--- src/rtl/ifetch_pkg.sv ---
// Shared fetch-stage definitions: state encoding, word width, bubble encoding.
// Latency: none (types and constants only).
// Backpressure: not applicable.
package ifetch_pkg;

    localparam int XLEN       = 32;
    localparam int INSN_BYTES = 4;

    // Decode treats an all-zero instruction word as "no instruction".
    localparam logic [XLEN-1:0] INSN_BUBBLE = 32'h0000_0000;

    typedef enum logic [0:0] {
        FETCH = 1'b0,   // issuing and receiving the four bytes of a word
        HOLD  = 1'b1    // word presented to decode, waiting to be taken
    } fetch_state_t;

    // Instructions are word aligned; redirect targets drop their low two bits.
    function automatic logic [XLEN-1:0] word_align(input logic [XLEN-1:0] a);
        return a & ~XLEN'(3);
    endfunction

endpackage

--- src/rtl/ifetch_if.sv ---
// Fetch-stage bundle: byte memory port, redirect input and the decode-side word.
// Latency: wires only.
// Backpressure: stall from decode, mem_busy from the memory arbiter.
interface ifetch_if;
    import ifetch_pkg::*;

    logic [XLEN-1:0] mem_a;
    logic            mem_rd;
    logic [7:0]      mem_din;
    logic            mem_busy;
    logic            stall;
    logic            br_take;
    logic [XLEN-1:0] br_target;
    logic [XLEN-1:0] pc;
    logic [XLEN-1:0] is;
    logic            vld;

    // Fetch stage side.
    modport master (
        output mem_a, mem_rd, pc, is, vld,
        input  mem_din, mem_busy, stall, br_take, br_target
    );

    // Memory / decode / branch side.
    modport slave (
        input  mem_a, mem_rd, pc, is, vld,
        output mem_din, mem_busy, stall, br_take, br_target
    );

endinterface

--- src/rtl/ifetch_asm.sv ---
// Little-endian 4-byte assembly register: one byte lane written per cycle, clearable.
// Latency: registered lanes; the word output also shows the lane being written this cycle.
// Backpressure: none; the owner decides when to write and clear.
module ifetch_asm
    import ifetch_pkg::*;
(
    input  logic            clk,
    input  logic            rst,
    input  logic            clr,
    input  logic            we,
    input  logic [1:0]      lane,
    input  logic [7:0]      din,
    output logic [XLEN-1:0] word
);

    logic [XLEN-1:0] word_q;

    // Lane write; clear wins so a dropped word never leaks bytes into the next one.
    always_ff @(posedge clk) begin
        if (rst || clr) begin
            word_q <= '0;
        end else if (we) begin
            word_q[{lane, 3'b000} +: 8] <= din;
        end
    end

    // Merge the incoming byte so the final lane can go straight into the output register.
    always_comb begin
        word = word_q;
        if (we) begin
            word[{lane, 3'b000} +: 8] = din;
        end
    end

endmodule

--- src/rtl/ifetch.sv ---
// RV32I fetch: reads a word as four byte requests, presents pc/is/vld to decode.
// Latency: 4 request cycles, last byte captured next cycle, vld the cycle after (6/insn steady).
// Backpressure: stall holds the presented word; mem_busy pauses issue; br_take restarts.
module ifetch
    import ifetch_pkg::*;
#(
    parameter logic [XLEN-1:0] RESET_PC = 32'h0000_0000
) (
    input logic      clk,
    input logic      rst,
    ifetch_if.master bus
);

    fetch_state_t    state;
    fetch_state_t    state_nxt;
    logic [2:0]      iss_cnt;    // bytes of the current word requested so far
    logic [1:0]      rcv_cnt;    // byte lane the next returning byte lands in
    logic            pend;       // a request went out last cycle; its byte is on mem_din
    logic [XLEN-1:0] fpc;        // address of the word being fetched
    logic [XLEN-1:0] pc_q;
    logic [XLEN-1:0] is_q;
    logic            vld_q;
    logic            issue;
    logic            cap;
    logic            cap_last;
    logic            consume;
    logic            redirect;
    logic [XLEN-1:0] asm_word;

    assign redirect = bus.br_take;

    // Per-cycle decisions and next state; a redirect overrides everything but reset.
    always_comb begin
        state_nxt = state;
        issue     = 1'b0;
        cap       = 1'b0;
        cap_last  = 1'b0;
        consume   = 1'b0;
        case (state)
            FETCH: begin
                issue    = !rst && (iss_cnt < 3'd4) && !bus.mem_busy && !redirect;
                cap      = pend && !redirect;
                cap_last = cap && (rcv_cnt == 2'd3);
                if (cap_last) begin
                    state_nxt = HOLD;
                end
            end
            HOLD: begin
                consume = !bus.stall && !redirect;
                if (consume) begin
                    state_nxt = FETCH;
                end
            end
            default: state_nxt = FETCH;
        endcase
        if (redirect) begin
            state_nxt = FETCH;
        end
    end

    assign bus.mem_rd = issue;
    assign bus.mem_a  = issue ? (fpc + {{(XLEN-3){1'b0}}, iss_cnt}) : '0;

    // State register.
    always_ff @(posedge clk) begin
        if (rst) begin
            state <= FETCH;
        end else begin
            state <= state_nxt;
        end
    end

    // Fetch address, issue/receive counters and the in-flight flag.
    always_ff @(posedge clk) begin
        if (rst) begin
            fpc     <= RESET_PC;
            iss_cnt <= '0;
            rcv_cnt <= '0;
            pend    <= 1'b0;
        end else if (redirect) begin
            // The byte returning next cycle belongs to the old stream; pend=0 drops it.
            fpc     <= word_align(bus.br_target);
            iss_cnt <= '0;
            rcv_cnt <= '0;
            pend    <= 1'b0;
        end else if (consume) begin
            fpc     <= fpc + XLEN'(INSN_BYTES);
            iss_cnt <= '0;
            rcv_cnt <= '0;
            pend    <= 1'b0;
        end else begin
            pend <= issue;
            if (issue) begin
                iss_cnt <= iss_cnt + 3'd1;
            end
            if (cap) begin
                rcv_cnt <= rcv_cnt + 2'd1;
            end
        end
    end

    // Presented word; whenever vld is low the instruction is the bubble encoding.
    always_ff @(posedge clk) begin
        if (rst) begin
            pc_q  <= RESET_PC;
            is_q  <= INSN_BUBBLE;
            vld_q <= 1'b0;
        end else if (redirect || consume) begin
            is_q  <= INSN_BUBBLE;
            vld_q <= 1'b0;
        end else if (cap_last) begin
            pc_q  <= fpc;
            is_q  <= asm_word;
            vld_q <= 1'b1;
        end
    end

    assign bus.pc  = pc_q;
    assign bus.is  = is_q;
    assign bus.vld = vld_q;

    ifetch_asm u_asm (
        .clk  (clk),
        .rst  (rst),
        .clr  (redirect || consume),
        .we   (cap),
        .lane (rcv_cnt),
        .din  (bus.mem_din),
        .word (asm_word)
    );

endmodule

--- src/flat_wrapper.sv ---
// flat-port wrapper written by rule: the top's interface ports become plain ports
module ifetch_flat import ifetch_pkg::*;
#(
    parameter logic [XLEN-1:0] RESET_PC = 32'h0000_0000
)
  (clk, rst, bus_mem_a, bus_mem_rd, bus_pc, bus_is, bus_vld, bus_mem_din, bus_mem_busy, bus_stall, bus_br_take, bus_br_target);
  ifetch_if bus_i ();
  input logic clk;
  input logic rst;
  output wire logic [$bits(bus_i.mem_a)-1:0] bus_mem_a;
  output wire logic [$bits(bus_i.mem_rd)-1:0] bus_mem_rd;
  output wire logic [$bits(bus_i.pc)-1:0] bus_pc;
  output wire logic [$bits(bus_i.is)-1:0] bus_is;
  output wire logic [$bits(bus_i.vld)-1:0] bus_vld;
  input wire logic [$bits(bus_i.mem_din)-1:0] bus_mem_din;
  input wire logic [$bits(bus_i.mem_busy)-1:0] bus_mem_busy;
  input wire logic [$bits(bus_i.stall)-1:0] bus_stall;
  input wire logic [$bits(bus_i.br_take)-1:0] bus_br_take;
  input wire logic [$bits(bus_i.br_target)-1:0] bus_br_target;
  assign bus_mem_a = bus_i.mem_a;
  assign bus_mem_rd = bus_i.mem_rd;
  assign bus_pc = bus_i.pc;
  assign bus_is = bus_i.is;
  assign bus_vld = bus_i.vld;
  assign bus_i.mem_din = bus_mem_din;
  assign bus_i.mem_busy = bus_mem_busy;
  assign bus_i.stall = bus_stall;
  assign bus_i.br_take = bus_br_take;
  assign bus_i.br_target = bus_br_target;
  ifetch #(.RESET_PC(RESET_PC)) u_core (.clk(clk), .rst(rst), .bus(bus_i));
endmodule
--- config.mk ---
export PLATFORM = sky130hd
export DESIGN_NAME = ifetch_flat
export DESIGN_NICKNAME = d
export VERILOG_FILES = /design/src/rtl/ifetch_pkg.sv /design/src/rtl/ifetch_if.sv /design/src/rtl/ifetch_asm.sv /design/src/rtl/ifetch.sv /design/src/flat_wrapper.sv
export SDC_FILE = /design/constraint.sdc
export NUM_CORES = 1
export LEC_CHECK = 0
export ABC_AREA = 1
export ABC_CLOCK_PERIOD_IN_PS = 1700
export BUFFER_PORTS_ARGS = -buffer_cell sky130_fd_sc_hd__clkbuf_2
export CELL_PAD_IN_SITES_DETAIL_PLACEMENT = 0
export CELL_PAD_IN_SITES_GLOBAL_PLACEMENT = 1
export CORE_ASPECT_RATIO = 1.1
export CORE_MARGIN = 5
export CORE_UTILIZATION = 34
export DETAILED_ROUTE_END_ITERATION = 6
export PLACE_DENSITY_LB_ADDON = 0.1
export REMOVE_ABC_BUFFERS = 1
export SLEW_MARGIN = 20
export SYNTH_ARGS = -nofsm -noshare
export SYNTH_HDL_FRONTEND = slang
export SYNTH_SLANG_ARGS = --single-unit
--- constraint.sdc ---
create_clock -name clk -period 1.7 [get_ports clk]
set_input_delay 0.085 -clock clk [delete_from_list [all_inputs] [get_ports clk]]
set_output_delay 0.085 -clock clk [all_outputs]
set_load 0.005 [all_outputs]
Yosys cells after proc, flatten, opt, wreduce, memory -nomap -nowiden --
Index checks and enable logic that the tools add are counted.
Word-level totals: register bits 136, bits of input ports 45
Operators by class: add/subtract/negate cells 5, $lt $le $gt $ge 1, equality and inequality tests 1, shift-type cells 2, muxes and demuxes 12, bitwise operators 2, reductions and logical operators 17
Operators with widths (number):
- 2-to-1 mux 32 bit | 4
- adder 32 x 3 -> 32 bit | 1
- adder 32 x 3 -> 32 bit (second input constant) | 1
- bitwise mux 32 bit | 1
- variable shift 8 x 7 -> 32 bit (first input constant) | 1
- variable part select 8 x 7 -> 32 bit | 1
- negation 5 -> 7 bit | 1
- logical AND 1 bit | 6
- 2-to-1 mux 1 bit | 6
- zero test 1 bit | 4
- OR reduction 2 bit | 2
- adder 3 x 1 -> 3 bit (second input constant) | 1
- < comparator 3 bit (second input constant) | 1
- OR reduction 3 bit | 1
- adder 2 x 1 -> 2 bit (second input constant) | 1
- equality test 2 bit (second input constant) | 1
- logical OR 1 bit | 2
- NOT 1 bit | 2
- one-hot mux 1 bit (2 select lines) | 1
- AND reduction 2 bit | 1
- nonzero test 2 bit | 1

Logic depth before layout (Yosys ltp) --
depth in word-level cells 6, gate-level depth with buffers 11

By module --
A second synthesis with hierarchy kept.
Second synthesis, totals: cell total of the unflattened synthesis 1026, area, all modules 6661.4 um2
By module, submodules not included:
- ifetch | instances 1, cells each 798, area each 5162.5 um2, seq. area each 2001.9 um2
- ifetch_asm | instances 1, cells each 228, area each 1498.9 um2, seq. area each 640.6 um2

Worst setup path before layout --
OpenSTA, ideal clock, no wires.
path kind register to register, start point register u_core.rcv_cnt[0], end point register u_core.is_q[6] (netlist: u_core.bus.is[6]), library setup time 0.115 ns, data arrival time 1.648 ns, setup slack -0.063 ns, stages on the path, launching flop included 11, buffers on the path 2, cell sequence dfxtp_1 -> inv_1 -> ha_1 -> clkbuf_1 -> inv_1 -> nor2_2 -> buf_4 -> o21ai_0 -> o21a_1 -> o21ai_0 -> inv_1
On the way: longest elaborated chain between the ends 4
RTL lines:
- from (decl) | line ifetch.sv:17 | logic [1:0] rcv_cnt;
- from (signal assigned) | line ifetch.sv:97 | rcv_cnt <= rcv_cnt + 2'd1;
- negation 5 -> 7 bit | line ifetch_asm.sv:31 | word[{lane, 3'b000} +: 8] = din;
- variable part select 8 x 7 -> 32 bit or variable shift 8 x 7 -> 32 bit (tied branches) | line ifetch_asm.sv:31
- bitwise mux 32 bit | line ifetch_asm.sv:31
- 2-to-1 mux 32 bit
- to (signal assigned) | line ifetch.sv:113 | is_q <= asm_word;
- to (decl) | line ifetch.sv:21 | logic [XLEN-1:0] is_q;
Several ways; a longest one is shown, not always the timed one. A chain may end at the register's enable or synchronous reset.

Worst setup path in the final report --
start point register u_core.fpc[10], end point output port bus_mem_a[21]
On the way: longest elaborated chain between the ends 2
RTL lines:
- from (decl) | line ifetch.sv:19 | logic [XLEN-1:0] fpc;
- from (signal assigned) | line ifetch.sv:82 | fpc <= word_align(bus.br_target);
- from (signal assigned) | line ifetch.sv:87 | fpc <= fpc + XLEN'(INSN_BYTES);
- adder 32 x 3 -> 32 bit | line ifetch.sv:62 | assign bus.mem_a = issue ? (fpc + {{(XLEN-3){1'b0}}, iss_cnt}) : '0;
- 2-to-1 mux 32 bit | line ifetch.sv:62
- to (decl) | line flat_wrapper.sv:10 | output wire logic [$bits(bus_i.mem_a)-1:0] bus_mem_a;
No other way between the ends.

==> run summary <==
CTS tree: built
first-pass GRT wire length: 36000 µm
CP Depth: 9
Starting Density: 34.8%
DP Wirelength: 16300 µm
total CTS buffers: 17
Syn Std Cell Area: 6440 µm²
status: finished with violations
FF+latch count, synth: 124
post-synthesis cell count: 979
HP Class: input port to flip-flop
MaxCap Viol Count: 0
Max stage delay on crit path: 0.39 ns
most repeated library cell on the critical path: buf_4
CP Max Fanout: 4
# rows: 52
Req. time, crit path: 1.62 ns
core area: 18500 µm²
clk root buf: clkbuf_16
Ys Warns: 0
# clock sinks: 124
vias per cell: 4.71
Total Nets Final: 1300
register area share after synthesis: 38.5%
clk_skew: 0.0135 ns
Via Count: 7079
placed cells: 1411
Total GRT Usage: 20.9%
Max VDD drop: 680 µV
worst slack, placed: -0.0711 ns
slowest CP cell: dfxtp_4
clk_lat worst skew: 0.42 ns
vias in the first global route: 6841
DR pass1 iterations: 5
grt ovf: 0
Hold Path Stages: 5
Final ANT Viol Nets: 0
final period utilization: 112%
Buf/Inv on CP: 3
FMAX: 527 MHz
Synth cell types: 35
initial antenna violation count: 0
reg2reg path depth: 15
post-route setup slack: -0.198 ns
pwr/cell area: 773 nW/µm²
die footprint: 21800 µm²
Worst setup EP type: output pin
RSZ-0062 raised after global routing: yes
Placer Congestion: 0.839
Syn Area/Cell: 6.58 µm²
drt wl/cell: 15.3 µm
die width: 141 µm
CP Data Arrival Time: 1.81 ns
H-tree depth: 4
failing checks: setup timing
FF-to-FF Start: u_core.fpc[20]
antenna cells: 0
clk slew on worst S/H paths: 0.06 ns
Critical Path Source: u_core.fpc[10]
Slew Viols, Final: 0
IO buf count: 138
Residual DRC: 0
CTS Buffer Depth: 2
I/O Pins: 143
violation count after the first detailed-route iteration: 259
Crit path max-delay family: simple AND/OR/NAND/NOR gates
fin crit period: 1.90 ns
cells along the critical path: nand2_4, buf_4, nor2_4, nand2_1, nor2_1, buf_4, a21oi_1, nor3_1, buf_2
Final Hold Vio Count: 0
Final Routed Wirelength: 23000 µm
nature of the critical path startpoint: flip-flop
most common cell after layout, fill and taps aside: nand2_1
most frequent cells in the layout: 210 x nand2_1, 119 x clkbuf_2, 110 x buf_4
critical path class: flip-flop to output pin
largest net degree at the start of global routing: 40
Leakage: 4.62 nW
layout cells sized above 1: 36.1%
fin cells: 1502
Setup-failing EPs final: 34
HP Start: bus_br_target[19]
P&R area growth vs syn: 54.2%
Die H: 154 µm
## cells in the mapped netlist
| cell type | count | area share [%] |
|---|---|---|
| inv_1 | 105 | 6.1 |
| a22oi_1 | 4 | 0.47 |
| a31oi_1 | 2 | 0.19 |
| xor2_1 | 9 | 1.2 |
| nand3_2 | 1 | 0.16 |
| o21ai_0 | 77 | 6.0 |
| nand2_1 | 245 | 14 |
| clkbuf_2 | 2 | 0.16 |
| nor3_1 | 19 | 1.5 |
| nor2_1 | 125 | 7.3 |
| conb_1 | 1 | 0.058 |
| o21bai_1 | 1 | 0.12 |
| nor2_2 | 4 | 0.39 |
| buf_6 | 1 | 0.17 |
| and2_1 | 9 | 0.87 |
| nand3b_1 | 2 | 0.23 |
| o211ai_1 | 9 | 1.0 |
| xnor2_1 | 2 | 0.27 |
| buf_2 | 14 | 1.1 |
| clkbuf_1 | 21 | 1.2 |
| nor3b_1 | 3 | 0.35 |
| inv_4 | 1 | 0.097 |
| nor3_4 | 1 | 0.25 |
| nand3_1 | 66 | 5.1 |
| nand2_4 | 1 | 0.17 |
| dfxtp_1 | 124 | 39 |
| nand4_1 | 1 | 0.097 |
| inv_2 | 6 | 0.35 |
| ha_1 | 9 | 1.7 |
| nand3_4 | 1 | 0.27 |
| o22ai_1 | 2 | 0.19 |
| buf_4 | 9 | 1.0 |
| a21oi_1 | 74 | 5.7 |
| or2_2 | 1 | 0.097 |
| o21a_1 | 27 | 3.1 |
## state kept, by name, indices dropped and copies added (netlist names)
register,flops
u_core.bus.pc,30
u_core.fpc,30
u_core.bus.is,32
u_core.u_asm.word_q,24
u_core.rcv_cnt,2
u_core.bus.vld,1
u_core.iss_cnt,3
u_core.state,1
u_core.pend,1
## per-layer routing
layer  wire [µm]  track usage, %  vias to the layer above
li1            -               -                     3685
met1        9850            25.0                     3258
met2       12100            37.6                      118
met3         780            3.49                       18
met4         278            6.83                        0
met5           0               0                        -
## cell type report
cell class	instances	area [µm²]
Fill cell	1913	8610
Sequential cell	124	2550
Inverter	112	438
Clock inverter	15	209
Tap cell	243	304
Timing Repair Buffer	294	2110
Multi-Input combinational cell	697	3900
Clock buffer	17	425
## report_power, final
part	internal, W	switching, W
combinational	0.000305	0.000379
clock	0.00248	0.00148
sequential	0.00295	0.0000753
total	0.00574	0.00194
## worst min-delay path: stages
cell      delay (ns)
clkbuf_2        0.08
nor2_1          0.03
nor2_1          0.09
nand2_1         0.06
nand2_1         0.05
## stage by stage
| step | power [W] | cell area [µm²] | hold WS [ns] | TNS (ns) | utilization [%] |
|---|---|---|---|---|---|
| floorplan | 0.00332 | 6210 | 0.154 | -36.31 | - |
| global placement | 0.00364 | 8010 | 0.370 | -0.114 | 43.2 |
| detailed placement | 0.00364 | 8010 | 0.362 | -0.234 | 43.2 |
| CTS | 0.00773 | 9520 | 0.000147 | -5.00 | 51.3 |
| global route | 0.00799 | 9940 | 0.0362 | -7.45 | 53.6 |
| finish | 0.00768 | 9940 | 0.0151 | -3.77 | 53.6 |
## cells by family after synthesis
group | Yosys count | synth area share, %
fa+ha+maj | 9 | 1.75
simple gates | 479 | 31.0
compound gates | 196 | 16.9
other cells | 1 | 0.0582
buf+inv | 159 | 10.3
xor+xnor | 11 | 1.49
flops | 124 | 38.5
## final timing paths
check / to / slack [ns]
worst min-delay path: u_core.fpc[19] / 0.02
worst min register to register: u_core.bus.vld / 0.46
worst max-delay path: bus_mem_a[21] / -0.20
worst max register to register: u_core.fpc[27] / -0.12
## repair_timing
action,4_1_cts,5_1_grt
hold buffers,19,0
hold endpoints to repair,19,0
setup endpoints to repair,31,69
gates cloned,1,1
pin swaps,30,30
setup buffers,27,12
resized for setup,152,107
(Power assumes the default switching activity.)
